--- src/rtl/phase_discriminator_if.sv ---
// Angle-in / frequency-out bundle between the CORDIC angle stage, the
// phase discriminator and the demodulator logic that consumes freq_out.
interface phase_discriminator_if #(
  parameter int ANGLE_W = 16
) ();
  logic signed [ANGLE_W-1:0] angle_in;
  logic                      angle_valid;
  logic                      clear;
  logic signed [ANGLE_W-1:0] freq_out;
  logic                      freq_valid;
  logic                      primed;

  modport master (
    output angle_in,
    output angle_valid,
    output clear,
    input  freq_out,
    input  freq_valid,
    input  primed
  );

  modport slave (
    input  angle_in,
    input  angle_valid,
    input  clear,
    output freq_out,
    output freq_valid,
    output primed
  );
endinterface

--- src/rtl/phase_discriminator.sv ---
// Wrapped phase difference between consecutive CORDIC angles, averaged over
// 2^LOG2_AVG differences into one signed frequency word per block.
module phase_discriminator #(
  parameter int ANGLE_W  = 16,
  parameter int LOG2_AVG = 3
) (
  input  logic                   clk,
  input  logic                   reset,
  phase_discriminator_if.slave   io
);

  localparam int ACC_W = ANGLE_W + LOG2_AVG;

  localparam logic [LOG2_AVG-1:0] CNT_ZERO = {LOG2_AVG{1'b0}};
  localparam logic [LOG2_AVG-1:0] CNT_ONE  = {{(LOG2_AVG-1){1'b0}}, 1'b1};
  localparam logic [LOG2_AVG-1:0] CNT_LAST = {LOG2_AVG{1'b1}};
  localparam logic [ACC_W-1:0]    ACC_ZERO = {ACC_W{1'b0}};
  localparam logic [ANGLE_W-1:0]  ANG_ZERO = {ANGLE_W{1'b0}};

  typedef enum logic [0:0] {
    ST_EMPTY  = 1'b0,
    ST_PRIMED = 1'b1
  } state_t;

  state_t                     r_state;
  logic        [ANGLE_W-1:0]  r_prev;
  logic signed [ACC_W-1:0]    r_acc;
  logic        [LOG2_AVG-1:0] r_cnt;
  logic        [ANGLE_W-1:0]  r_freq;
  logic                       r_freq_valid;
  logic                       r_primed;

  state_t                     w_state_nxt;
  logic        [ANGLE_W-1:0]  w_prev_nxt;
  logic signed [ACC_W-1:0]    w_acc_nxt;
  logic        [LOG2_AVG-1:0] w_cnt_nxt;
  logic        [ANGLE_W-1:0]  w_freq_nxt;
  logic                       w_freq_valid_nxt;
  logic                       w_primed_nxt;

  logic        [ANGLE_W-1:0]  w_diff;
  logic signed [ACC_W-1:0]    w_diff_ext;
  logic signed [ACC_W-1:0]    w_sum;
  logic                       w_last;

  // Modular subtraction wraps naturally, so a -pi/+pi crossing stays small.
  assign w_diff     = io.angle_in - r_prev;
  assign w_diff_ext = {{LOG2_AVG{w_diff[ANGLE_W-1]}}, w_diff};
  assign w_sum      = r_acc + w_diff_ext;
  assign w_last     = (r_cnt == CNT_LAST);

  // Next-state and datapath update; clear outranks a same-cycle sample.
  always_comb begin
    w_state_nxt      = r_state;
    w_prev_nxt       = r_prev;
    w_acc_nxt        = r_acc;
    w_cnt_nxt        = r_cnt;
    w_freq_nxt       = r_freq;
    w_freq_valid_nxt = 1'b0;

    if (io.clear) begin
      w_state_nxt = ST_EMPTY;
      w_acc_nxt   = ACC_ZERO;
      w_cnt_nxt   = CNT_ZERO;
    end else if (io.angle_valid) begin
      case (r_state)
        ST_EMPTY: begin
          w_prev_nxt  = io.angle_in;
          w_state_nxt = ST_PRIMED;
        end
        ST_PRIMED: begin
          w_prev_nxt = io.angle_in;
          if (w_last) begin
            // Taking the upper ANGLE_W bits is an arithmetic shift (floor).
            w_freq_nxt       = w_sum[ACC_W-1:LOG2_AVG];
            w_freq_valid_nxt = 1'b1;
            w_acc_nxt        = ACC_ZERO;
            w_cnt_nxt        = CNT_ZERO;
          end else begin
            w_acc_nxt = w_sum;
            w_cnt_nxt = r_cnt + CNT_ONE;
          end
        end
        default: begin
          w_state_nxt = ST_EMPTY;
          w_acc_nxt   = ACC_ZERO;
          w_cnt_nxt   = CNT_ZERO;
        end
      endcase
    end else begin
      w_state_nxt = r_state;
    end

    w_primed_nxt = (w_state_nxt == ST_PRIMED);
  end

  // State and output registers with synchronous reset.
  always_ff @(posedge clk) begin
    if (reset) begin
      r_state      <= ST_EMPTY;
      r_prev       <= ANG_ZERO;
      r_acc        <= ACC_ZERO;
      r_cnt        <= CNT_ZERO;
      r_freq       <= ANG_ZERO;
      r_freq_valid <= 1'b0;
      r_primed     <= 1'b0;
    end else begin
      r_state      <= w_state_nxt;
      r_prev       <= w_prev_nxt;
      r_acc        <= w_acc_nxt;
      r_cnt        <= w_cnt_nxt;
      r_freq       <= w_freq_nxt;
      r_freq_valid <= w_freq_valid_nxt;
      r_primed     <= w_primed_nxt;
    end
  end

  assign io.freq_out   = r_freq;
  assign io.freq_valid = r_freq_valid;
  assign io.primed     = r_primed;

endmodule
--- src/flat_wrapper.sv ---
// flat-port wrapper written by rule: the top's interface ports become plain ports
module phase_discriminator_flat 
#(
  parameter int ANGLE_W  = 16,
  parameter int LOG2_AVG = 3
)
  (clk, reset, io_angle_in, io_angle_valid, io_clear, io_freq_out, io_freq_valid, io_primed);
  phase_discriminator_if #(.ANGLE_W(ANGLE_W)) io_i ();
  input  logic clk;
  input  logic reset;
  input wire logic [$bits(io_i.angle_in)-1:0] io_angle_in;
  input wire logic [$bits(io_i.angle_valid)-1:0] io_angle_valid;
  input wire logic [$bits(io_i.clear)-1:0] io_clear;
  output wire logic [$bits(io_i.freq_out)-1:0] io_freq_out;
  output wire logic [$bits(io_i.freq_valid)-1:0] io_freq_valid;
  output wire logic [$bits(io_i.primed)-1:0] io_primed;
  assign io_i.angle_in = io_angle_in;
  assign io_i.angle_valid = io_angle_valid;
  assign io_i.clear = io_clear;
  assign io_freq_out = io_i.freq_out;
  assign io_freq_valid = io_i.freq_valid;
  assign io_primed = io_i.primed;
  phase_discriminator #(.ANGLE_W(ANGLE_W), .LOG2_AVG(LOG2_AVG)) u_core (.clk(clk), .reset(reset), .io(io_i));
endmodule
--- config.mk ---
export PLATFORM = sky130hd
export DESIGN_NAME = phase_discriminator_flat
export DESIGN_NICKNAME = d
export VERILOG_FILES = /design/src/rtl/phase_discriminator_if.sv /design/src/rtl/phase_discriminator.sv /design/src/flat_wrapper.sv
export SDC_FILE = /design/constraint.sdc
export NUM_CORES = 1
export LEC_CHECK = 0
export ABC_CLOCK_PERIOD_IN_PS = 9150
export BUFFER_PORTS_ARGS = -buffer_cell sky130_fd_sc_hd__buf_2
export CORE_UTILIZATION = 40
export DETAILED_ROUTE_END_ITERATION = 8
export PLACE_DENSITY = 0.62
export SLEW_MARGIN = 0
export SYNTH_ARGS = -nofsm -noshare
export SYNTH_HDL_FRONTEND = slang
export SYNTH_SLANG_ARGS = --single-unit
--- constraint.sdc ---
create_clock -name clk -period 9.15 [get_ports clk]
set_input_delay 0 -clock clk [delete_from_list [all_inputs] [get_ports clk]]
set_output_delay 0 -clock clk [all_outputs]
set_load 0.02 [all_outputs]
Word level (Yosys, flattened, before mapping) --
Cells that the tools add are included. W data, S select, Z words.
Operators by class: add/subtract/negate cells 3, equality and inequality tests 1, muxes and demuxes 3, bitwise operators 3, reductions and logical operators 5
Operators with widths (number):
- $add A19 B16 Y19 | 1
- $mux W19 | 1
- $sub A16 B16 Y16 | 1
- $reduce_and A2 Y1 | 2
- $reduce_and A4 Y1 | 1
- $reduce_or A4 Y1 | 1
- $add A3 B1 Y3 const B | 1
- $eq A3 B3 Y1 const B | 1
- $mux W3 | 1
- $not A1 Y1 | 3
- $reduce_or A2 Y1 | 1
- $mux W1 | 1
Word-level totals: bits in registers 56, input bits 20, output and inout port bits 18

Depth between registers and ports, before layout --
depth in word-level cells 3, mapped depth 18

Worst setup path before layout --
OpenSTA, ideal clock, no wires.
kind flip-flop to flip-flop, from reg u_core.r_prev[4], to reg u_core.r_freq[12] (netlist: u_core.io.freq_out[12]), library setup time 0.120 ns, arrival 3.651 ns, required time 9.030 ns, slack 5.379 ns, cell stages (with the launch flop) 17, cell sequence dfxtp_1 > inv_1 > ha_1 > a21o_1 > a21o_1 > a221oi_2 > o21a_1 > o21ai_0 > a31oi_1 > xnor2_1 > ha_1 > buf_2 > and4_1 > nand3_1 > o311ai_0 > nor4b_1 > a211o_1
Between the ends: longest elaborated chain between the ends 2
RTL lines:
- from (decl) | RTL line phase_discriminator.sv:26 | logic [ANGLE_W-1:0] r_prev;
- from (signal assigned) | RTL line phase_discriminator.sv:109 | r_prev <= w_prev_nxt;
- $sub A16 B16 Y16 | RTL line phase_discriminator.sv:47 | assign w_diff = io.angle_in - r_prev;
- $add A19 B16 Y19 | RTL line phase_discriminator.sv:49 | assign w_sum = r_acc + w_diff_ext;
- to (signal assigned) | RTL line phase_discriminator.sv:112 | r_freq <= w_freq_nxt;
- to (decl) | RTL line phase_discriminator.sv:29 | logic [ANGLE_W-1:0] r_freq;
No other way between the ends. A chain may end at the register's enable or synchronous reset.

Worst setup path after layout --
Ends and elaborated chain as after synthesis.

==> results.py <==
metrics = {
    "worst_setup_path": {
        "slowest_delay_ns": 0.69,
        "r2r.worst_path.cells": 15,
        "required_ns": 9.38,
        "timing.rr.start": "u_core.r_prev[4]",
        "cp_top_family": "compound AO/OA/AOI/OAI gates",
        "worstPathCellList": "inv_1 > ha_1 > a21o_1 > a21o_1 > a221oi_2 > o21a_1 > o21ai_0 > a31oi_1 > xnor2_1 > ha_1 > and4_1 > nand3_1 > o311ai_0 > nor4b_1 > a211o_1",
        "regToRegSetupSlack_ns": 4.90,
        "crit_type": "reg -> reg",
        "critPathSlowestCell": "o311ai_0",
        "endpoint_kind": "flip-flop",
        "crit_fanout": 10,
        "worstPathArrival_ns": 4.47,
        "worstReg2RegEnd": "u_core.io.freq_out[12]",
        "worstSetupStartpointType": "flip-flop",
        "crit_buf_inv": 1,
    },
    "final_layout": {
        "fin_nets": 570,
        "multi_input_area_sq_um": 2440,
        "drive_gt1_frac": 0.115,
        "antenna_cells": 0,
        "synthToLayoutAreaGrowth_pct": 13.3,
        "register_area_sq_um": 1120,
        "n_fill_cell": 888,
    },
    "cts": {
        "tritoncts": "built",
        "h-tree-depth": 2,
        "clockRootBuffer": "clkbuf_8",
        "cts.path.max_buffers": 2,
        "cts_sinks": 56,
        "numCtsBuffers": 5,
        "clk_pin_slew_ns": 0.11,
        "insertion_delay_ns": 0.33,
    },
    "sta": {
        "setup_viol_count_final": 0,
        "fin_ws_ns": 4.90,
        "clock_skew_ns": 0.0114,
        "fmax_mhz": 236,
        "worstMarginPinSlew_ns": 0.994,
        "final-hold-violation-count": 0,
        "finalCritPeriodShare": 0.464,
        "slew_headroom": 0.335,
        "rsz0062_at_grt": "false",
        "slew_viol_final": 0,
        "hold_slack_ns": 0.132,
        "fin_tns_setup_ns": 0,
        "min_period_ns": 4.25,
    },
    "synthesis": {
        "avgSynthCellArea_sq_um": 7.95,
        "synth_area_sq_um": 3750,
        "yosysUniqueCellTypes": 59,
        "ys.flop_type": "dfxtp_1",
        "syn_nets": 530,
        "yosysWarnings": 0,
        "yosysTopAreaCell": "dfxtp_1",
        "ys_ff_latch": 56,
        "synth_edf_count": 0,
        "ys_seq_area_frac": 0.299,
        "synth.area.top_cells": "dfxtp_1 (30%), ha_1 (12%), a21oi_1 (7.9%)",
        "netlist_instances": 472,
        "ys_async_sr_fraction": 0,
        "synthDominantCellAreaShare": 0.299,
    },
    "grt": {
        "grt_pass1_vias": 3157,
        "overflow": 0,
        "antenna_found_initial": 0,
        "track_usage": 0.186,
        "grt_max_degree": 44,
        "grt_pass1_wl_microns": 14900,
    },
    "route": {
        "detail-route-antenna-nets": 0,
        "vias": 3355,
        "wire_per_inst_microns": 14.0,
        "vias_per_cell": 5.40,
        "drcViolationCount": 0,
        "drt-total-wl_microns": 8720,
        "dr.pass1.iters": 4,
        "drt-initial-drc-count": 147,
    },
    "power": {
        "p_total_mw": 0.559,
        "leakage_nw": 1.82,
        "power_density_nw_per_um2": 132,
        "peakVddDrop_v": 0.0000696,
    },
    "status": {
        "status": "finished clean",
    },
    "place": {
        "dp_slack_ns": 4.95,
        "port_buffers": 37,
        "hpwlAfterDp_microns": 6400,
        "place.gp.congestion": 0.896,
    },
    "die": {
        "core_sq_um": 8890,
        "die_h_microns": 98.8,
        "rows": 34,
        "start_util": 0.422,
        "pin_count": 38,
        "die_w_microns": 98.8,
        "dieArea_sq_um": 9770,
    },
    "hold_path": {
        "holdPathStages": 4,
        "hp-start": "io_clear",
        "min_to": "u_core.io.freq_out[6]",
        "hold_class": "in -> reg",
    },
    "flow_run": {
        "maxCapViolCount": 0,
    },
}
metrics by stage:
stage,instances,instance area (sq um),util
after detailed placement,596,3990,0.448
after global routing,621,4250,0.478
after CTS,621,4250,0.478
final,621,4250,0.478
after global placement,596,3990,0.448
after floorplan,472,3750,-
where the power goes:
group          internal [mW]  switching [mW]
logic                 0.0651          0.0969
clock network         0.0546          0.0912
registers              0.248         0.00281
total                  0.368           0.191
worst min-delay path: cells and delay by family:
family	cells	cell delay, ns
buffers and inverters	1	0.12
and+or+nand+nor	2	0.25
AOI/OAI and AO/OA	1	0.05
layout by cell type (no fill, tap or decap), types with 2 or more instances in the layout:
cell type	n
nand2b_1	8
a31oi_1	4
a22oi_1	8
nor2b_1	5
o21a_1	3
o211ai_1	3
nand3_1	14
inv_1	24
nand2_1	73
buf_2	37
nor3_1	6
nor2_1	32
xor2_1	12
nand3b_1	4
fa_1	2
a22o_1	6
dlygate4sd3_1	17
clkbuf_8	5
nand4_1	2
a211oi_1	3
clkinvlp_4	2
o311ai_0	2
or2_2	2
a21o_1	15
dfxtp_1	56
or4_1	3
nor3b_1	6
a21oi_1	59
a21boi_0	3
xnor2_1	15
o21ai_0	13
nand4b_1	4
ha_1	36
o31ai_2	2
a211o_1	2
layout make-up:
cell class,instances,share of cell area
Clock buffer,5,0.0162
Clock inverter,3,0.00559
Sequential cell,56,0.264
Tap cell,108,0.0318
Multi-Input combinational cell,369,0.575
Timing Repair Buffer,55,0.0854
Inverter,25,0.0221
per-layer routing:
metal  GRT usage  share of wire  routed length [microns]  vias up
met2       0.316           0.45                     3950       56
li1            -              -                        -     1740
met1       0.250           0.51                     4430     1552
met5           0              0                        0        -
met4      0.0310         0.0072                       63        0
met3      0.0319          0.031                      272        7
worst max-delay path by stage:
stage,cells after the start,slack (ns),endpoint,startpoint
finish,15,4.90,u_core.io.freq_out[12],u_core.r_prev[4]
global route,15,4.64,u_core.io.freq_out[12],u_core.r_prev[4]
CTS,15,4.94,u_core.io.freq_out[12],u_core.r_prev[4]
detailed placement,15,4.95,u_core.io.freq_out[12],u_core.r_prev[4]
global placement,15,5.13,u_core.io.freq_out[12],u_core.r_prev[4]
floorplan,16,5.38,u_core.io.freq_out[12],u_core.r_prev[4]
cells by family (layout without fill, tap and decap cells):
group,Yosys count,after routing,synth area share
mux,2,2,0.00567
flops,56,56,0.299
compound gates,133,133,0.228
fa+ha+maj,38,38,0.131
simple gates,167,167,0.212
xor+xnor,29,29,0.0734
buf+inv,47,88,0.0510
sequential cells by signal, indices dropped and copies added, names as in the netlist:
| signal | flops |
|---|---|
| u_core.io.freq_out | 16 |
| u_core.io.freq_valid | 1 |
| u_core.io.primed | 1 |
| u_core.r_acc | 19 |
| u_core.r_cnt | 3 |
| u_core.r_prev | 16 |
Yosys cell counts (3+ instances only):
cell type	n
a211oi_1	3
a21boi_0	3
a21o_1	15
a21oi_1	59
a22o_1	6
a22oi_1	8
a31oi_1	4
clkbuf_1	17
dfxtp_1	56
ha_1	36
inv_1	24
nand2_1	73
nand2b_1	8
nand3_1	14
nand3b_1	4
nand4b_1	4
nor2_1	32
nor2b_1	5
nor3_1	6
nor3b_1	7
o211ai_1	3
o21a_1	3
o21ai_0	13
or4_1	3
xnor2_1	15
xor2_1	12
what timing repair did:
item	in CTS	in global routing
hold endpoints to repair	19	0
hold buffers	17	0
setup endpoints to repair	0	0
setup buffers	0	0
resized for setup	0	0
Note: power is estimated with default switching activity, not from simulation.
